--- config.mk ---
export PLATFORM = sky130hd
export DESIGN_NAME = alu_arbiter
export DESIGN_NICKNAME = d
export VERILOG_FILES = /design/src/rtl/alu_pkg.sv /design/src/rtl/alu.sv /design/src/rtl/alu_arbiter.sv
export SDC_FILE = /design/constraint.sdc
export NUM_CORES = 1
export LEC_CHECK = 0
export ABC_AREA = 1
export CORE_AREA = 2 2 71 73
export CTS_BUF_LIST = sky130_fd_sc_hd__clkbuf_16
export CTS_CLUSTER_SIZE = 16
export DETAILED_ROUTE_END_ITERATION = 6
export DIE_AREA = 0 0 73 75
export PLACE_DENSITY = 0.83
export SLEW_MARGIN = 20
export SYNTH_ARGS = -nofsm -noshare
export SYNTH_HDL_FRONTEND = slang
export SYNTH_SLANG_ARGS = --single-unit
--- constraint.sdc ---
create_clock -name clk -period 3.5 [get_ports clk]
set_clock_uncertainty 0.2 [all_clocks]
set_input_delay 0.875 -clock clk [delete_from_list [all_inputs] [get_ports clk]]
set_output_delay 0.875 -clock clk [all_outputs]
set_load 0.005 [all_outputs]
--- src/rtl/alu_pkg.sv ---
// Shared types and opcode constants for the ALU and its two-port arbiter.
package alu_pkg;

  localparam logic [3:0] OP_ADD = 4'd0;
  localparam logic [3:0] OP_SUB = 4'd1;
  localparam logic [3:0] OP_AND = 4'd2;
  localparam logic [3:0] OP_OR  = 4'd3;
  localparam logic [3:0] OP_XOR = 4'd4;

  typedef logic [3:0] alu_op_t;

  typedef enum logic [1:0] {
    IDLE,
    EXEC,
    RESP
  } arb_state_t;

endpackage

--- src/rtl/alu.sv ---
// Combinational ALU; undefined opcodes pass in0 through, ADD/SUB wrap modulo 2^N.
module alu
  import alu_pkg::*;
#(
  parameter int unsigned N = 8
) (
  input  alu_op_t        op,
  input  logic [N-1:0]   in0,
  input  logic [N-1:0]   in1,
  output logic [N-1:0]   result
);

  // Opcode decode
  always_comb begin
    result = in0;
    case (op)
      OP_ADD:  result = in0 + in1;
      OP_SUB:  result = in0 - in1;
      OP_AND:  result = in0 & in1;
      OP_OR:   result = in0 | in1;
      OP_XOR:  result = in0 ^ in1;
      default: result = in0;
    endcase
  end

endmodule

--- src/rtl/alu_arbiter.sv ---
// Round-robin arbiter sharing one ALU between two requesters, one transaction in flight.
// Optional flag outputs (rsp_zero, rsp_carry) are enabled by defining ALU_ARBITER_FLAGS_EN.
module alu_arbiter
  import alu_pkg::*;
#(
  parameter int unsigned N = 8
) (
  input  logic           clk,
  input  logic           rst_n,
  input  logic [1:0]     req_valid,
  output logic [1:0]     req_ready,
  input  logic [7:0]     req_op,
  input  logic [2*N-1:0] req_in0,
  input  logic [2*N-1:0] req_in1,
  output logic [1:0]     rsp_valid,
  input  logic [1:0]     rsp_ready,
  output logic [N-1:0]   rsp_data,
  output logic           busy
`ifdef ALU_ARBITER_FLAGS_EN
  ,
  output logic           rsp_zero,
  output logic           rsp_carry
`endif
);

  arb_state_t   state_q, state_d;
  logic         last_grant_q;
  logic         owner_q;
  alu_op_t      op_q;
  logic [N-1:0] in0_q, in1_q;
  logic [N-1:0] rsp_data_q;
  logic [N-1:0] alu_result;
  logic         grant;
  logic         handshake;

  // Grant: sole requester wins; on contention the one not served last wins
  always_comb begin
    grant = 1'b0;
    case (req_valid)
      2'b01:   grant = 1'b0;
      2'b10:   grant = 1'b1;
      2'b11:   grant = ~last_grant_q;
      default: grant = 1'b0;
    endcase
  end

  // Ready only in IDLE, one-hot of grant, zero when nobody is asking
  always_comb begin
    req_ready = 2'b00;
    if (state_q == IDLE && req_valid != 2'b00) begin
      req_ready = grant ? 2'b10 : 2'b01;
    end
  end

  assign handshake = |(req_valid & req_ready);

  // Next-state logic
  always_comb begin
    state_d = state_q;
    case (state_q)
      IDLE:    if (handshake) state_d = EXEC;
      EXEC:    state_d = RESP;
      RESP:    if (rsp_ready[owner_q]) state_d = IDLE;
      default: state_d = IDLE;
    endcase
  end

  // State, arbitration history and operand capture
  always_ff @(posedge clk or negedge rst_n) begin
    if (!rst_n) begin
      state_q      <= IDLE;
      last_grant_q <= 1'b1;
      owner_q      <= 1'b0;
      op_q         <= OP_ADD;
      in0_q        <= '0;
      in1_q        <= '0;
    end else begin
      state_q <= state_d;
      if (handshake) begin
        last_grant_q <= grant;
        owner_q      <= grant;
        op_q         <= grant ? req_op[7:4] : req_op[3:0];
        in0_q        <= grant ? req_in0[2*N-1:N] : req_in0[N-1:0];
        in1_q        <= grant ? req_in1[2*N-1:N] : req_in1[N-1:0];
      end
    end
  end

  alu #(
    .N (N)
  ) u_alu (
    .op     (op_q),
    .in0    (in0_q),
    .in1    (in1_q),
    .result (alu_result)
  );

  // Result register: written only in EXEC, held otherwise
  always_ff @(posedge clk or negedge rst_n) begin
    if (!rst_n) begin
      rsp_data_q <= '0;
    end else if (state_q == EXEC) begin
      rsp_data_q <= alu_result;
    end
  end

`ifdef ALU_ARBITER_FLAGS_EN
  logic         zero_q, carry_q;
  logic         carry_d;
  logic [N:0]   sum_ext;

  // Carry-out for ADD, unsigned borrow for SUB, zero otherwise
  always_comb begin
    sum_ext = {1'b0, in0_q} + {1'b0, in1_q};
    carry_d = 1'b0;
    case (op_q)
      OP_ADD:  carry_d = sum_ext[N];
      OP_SUB:  carry_d = (in0_q < in1_q);
      default: carry_d = 1'b0;
    endcase
  end

  // Flags registered alongside rsp_data
  always_ff @(posedge clk or negedge rst_n) begin
    if (!rst_n) begin
      zero_q  <= 1'b0;
      carry_q <= 1'b0;
    end else if (state_q == EXEC) begin
      zero_q  <= (alu_result == '0);
      carry_q <= carry_d;
    end
  end

  assign rsp_zero  = zero_q;
  assign rsp_carry = carry_q;
`endif

  assign rsp_valid = (state_q == RESP) ? (owner_q ? 2'b10 : 2'b01) : 2'b00;
  assign rsp_data  = rsp_data_q;
  assign busy      = (state_q != IDLE);

endmodule

==> results.ini <==
[setup_path]
cpPeakStageDelay_ns = 0.50
critical_path.cell_chain = clkdlybuf4s50_1, nand2_1, nand2_1, inv_1, nor2_1, clkdlybuf4s50_1
crit_slowest_cell = clkdlybuf4s50_1
critPathMaxFanout = 4
crit_arrival_ns = 2.20
cp-end-kind = output pin
startpoint_type = input port
r2r-start = in1_q[0]
startpoint = req_valid[0]
required_ns = 2.42
crit_type = input port to output pin

[final_layout]
fill_cells = 388
drive_gt1_share_pct = 6.05
most-common-layout-cells = nand2_1, clkdlybuf4s50_1, inv_1
final_nets = 467
num_antenna_cells = 0
final_common_cell = nand2_1
final_core_util_pct = 68.9
area_delta_synth_final_pct = 31.9

[global_routing]
grt_overflow_total = 0
grt_pass1_vias = 2225
grt_pass1_wl_um = 10000
grt_max_degree = 42
grtUsageTotal_pct = 23.8
antenna_found_initial = 0

[synthesis]
syn_nets = 407
synth_seq_cells = 32
yosysTopAreaCellShare_pct = 31.9
ys_top_cells_by_area = dfrtp_1, ha_1, nand2_1, inv_1, nor2_1
synthMuxAreaShare_pct = 0
synthArstFlopShare_pct = 100
synthXorXnorAreaFrac_pct = 2.16
synth_seq_area_share_pct = 32.9
synth_top_family_by_area = simple AND/OR/NAND/NOR gates
synth_top_cell_by_area = dfrtp_1
synth_edf_count = 0
synth_adder_area_share_pct = 13.2
synthFlopType = dfrtp_1
netlist_area_sq_um = 2430
yosys.area_share.simple_pct = 23.1
synth-compound-area-share_pct = 18.1
avgSynthCellArea_sq_um = 7.25
yosys.cell_types.count = 33
yosysWarnings = 0
syn-instance-count = 336

[routing]
ant_nets = 0
num_vias = 2415
route.detailed.drc = 0
wl_met3_um = 314
drt-total-wl_um = 6150
met1_length_um = 2740
vias_per_cell = 5.35
first_pass_iters = 4
route.met2.wl_um = 3010
top_layer = met4
drt_iter0_drc = 166
wl_per_cell_um = 13.6

[hold_path]
hold_class = flip-flop to flip-flop
min_from = rsp_data[5]

[clock_tree]
hold_buffers = 0
clkSlewWorstSetupHoldPaths_ns = 0.05
cts.path.max_buffers = 2
clock_sinks = 32
post_cts_buffers = 0
root_buffer = clkbuf_16
cts_buffers = 5
cts_tree = done
htreeDepth = 2
clk-insertion-delay-late_ns = 0.28
cts_resized = 0

[status]
outcome = finished, final reports clean

[place]
portBuffers = 58
gp_congestion = 0.884
hpwlAfterDp_um = 4650

[floorplan]
start_util_pct = 52.2
core_sq_um = 4660
ios = 59
die_y_um = 75
rows = 25
die_width_um = 73
die_area_sq_um = 5480

[sta]
slew_violations = 0
fmax_mhz = 305
finalSetupViolCount = 0
worst-slew-pin-transition_ns = 0.810
period_share_pct = 93.7
max_slew_margin_pct = 45.8
finalHoldViolCount = 0
finalSetupTns_ns = 0
finalCriticalPeriod_ns = 3.28
rsz0062_at_grt = no

[pwr]
leakagePower_nw = 1.61
clkPwrFrac_pct = 12.7
swShare_pct = 48.0
p_per_area_nw_per_um2 = 1000
combPwrFrac_pct = 64.3
power_switching_mw = 1.55
p_int_mw = 1.67
seq_power_share_pct = 23.1
vdd.ir_drop.worst_mv = 0.507

[flow_run]
cap_violations = 0

[cell usage after synthesis, types with 2 or more instances]
library cell,n
o21ai_0,24
o22ai_1,20
xor2_1,5
inv_1,51
nor3_1,3
ha_1,24
or2_2,2
clkbuf_1,5
nand3b_1,2
nand3_1,10
o21ai_1,18
o21bai_1,2
a21oi_1,9
nand4_1,5
inv_2,7
nand3_2,2
dfrtp_1,31
buf_2,4
nand2_1,63
nor2_1,36
[cell families after synthesis]
| kind of cell | after synthesis |
|---|---|
| simple gates | 128 |
| compound gates | 78 |
| buf+inv | 67 |
| flops | 32 |
| fa+ha+maj | 25 |
| xor+xnor | 6 |
[sequential cells by signal (all words and copies together), names as in the netlist]
signal and cells:
owner_q 1, last_grant_q 1, state_q 2, rsp_data 8
in1_q 8, in0_q 8, op_q 4
[worst max-delay path, delay by kind of cell]
family / cells / cell delay [ns]
AND/OR/NAND/NOR: 3 / 0.27
buffers and inverters: 3 / 1.06
[metrics by stage]
stage / instance area [sq um] / worst slack [ns] / power (mW) / instances / hold WS [ns]
2_1_floorplan: 2430 / 1.06 / 2.22 / 336 / 0.248
3_3_place_gp: 3070 / 0.261 / 2.73 / 443 / 0.261
3_5_place_dp: 3070 / 0.218 / 2.79 / 443 / 0.264
4_1_cts: 3210 / 0.219 / 3.22 / 451 / 0.276
5_1_grt: 3210 / 0.0642 / 3.56 / 451 / 0.293
6_report: 3210 / 0.221 / 3.22 / 451 / 0.273
[power groups by stage]
stage	clock, mW	combinational [mW]	sequential (mW)
final	0.408	2.07	0.744
after CTS	0.412	2.07	0.742
after detailed placement	0	2.05	0.744
after floorplan	0	1.51	0.710
after global routing	0.427	2.36	0.772
after global placement	0	1.99	0.734
[routing by layer]
metal	vias up	track usage, %
met4	0	6.17
li1	1222	-
met5	-	0
met2	74	41.2
met3	8	5.49
met1	1111	29.9
[area by class of cell]
cell class	instances	area, sq um	share of cell area, %
multi-input combinational	237	1380	42.9
sequential	32	802	25.0
timing repair buffer	62	611	19.0
inverter	58	218	6.78
clock buffer	5	125	3.90
tap	54	67.6	2.10
clock inverter	3	11.3	0.351
[path summary, 6_finish.rpt]
| path | cells after the start | endpoint | slack (ns) |
|---|---|---|---|
| worst max-delay path | 6 | req_ready[0] | 0.22 |
| max in group asynchronous | 2 | last_grant_q | 1.95 |
| worst min-delay path | 2 | rsp_data[5] | 0.27 |
| worst max register to register | 18 | rsp_data[7] | 0.79 |
| worst min register to register | 2 | rsp_data[5] | 0.27 |
| min in group asynchronous | 2 | rsp_data[7] | 0.81 |
No activity file was read; power rests on OpenSTA's default activity.
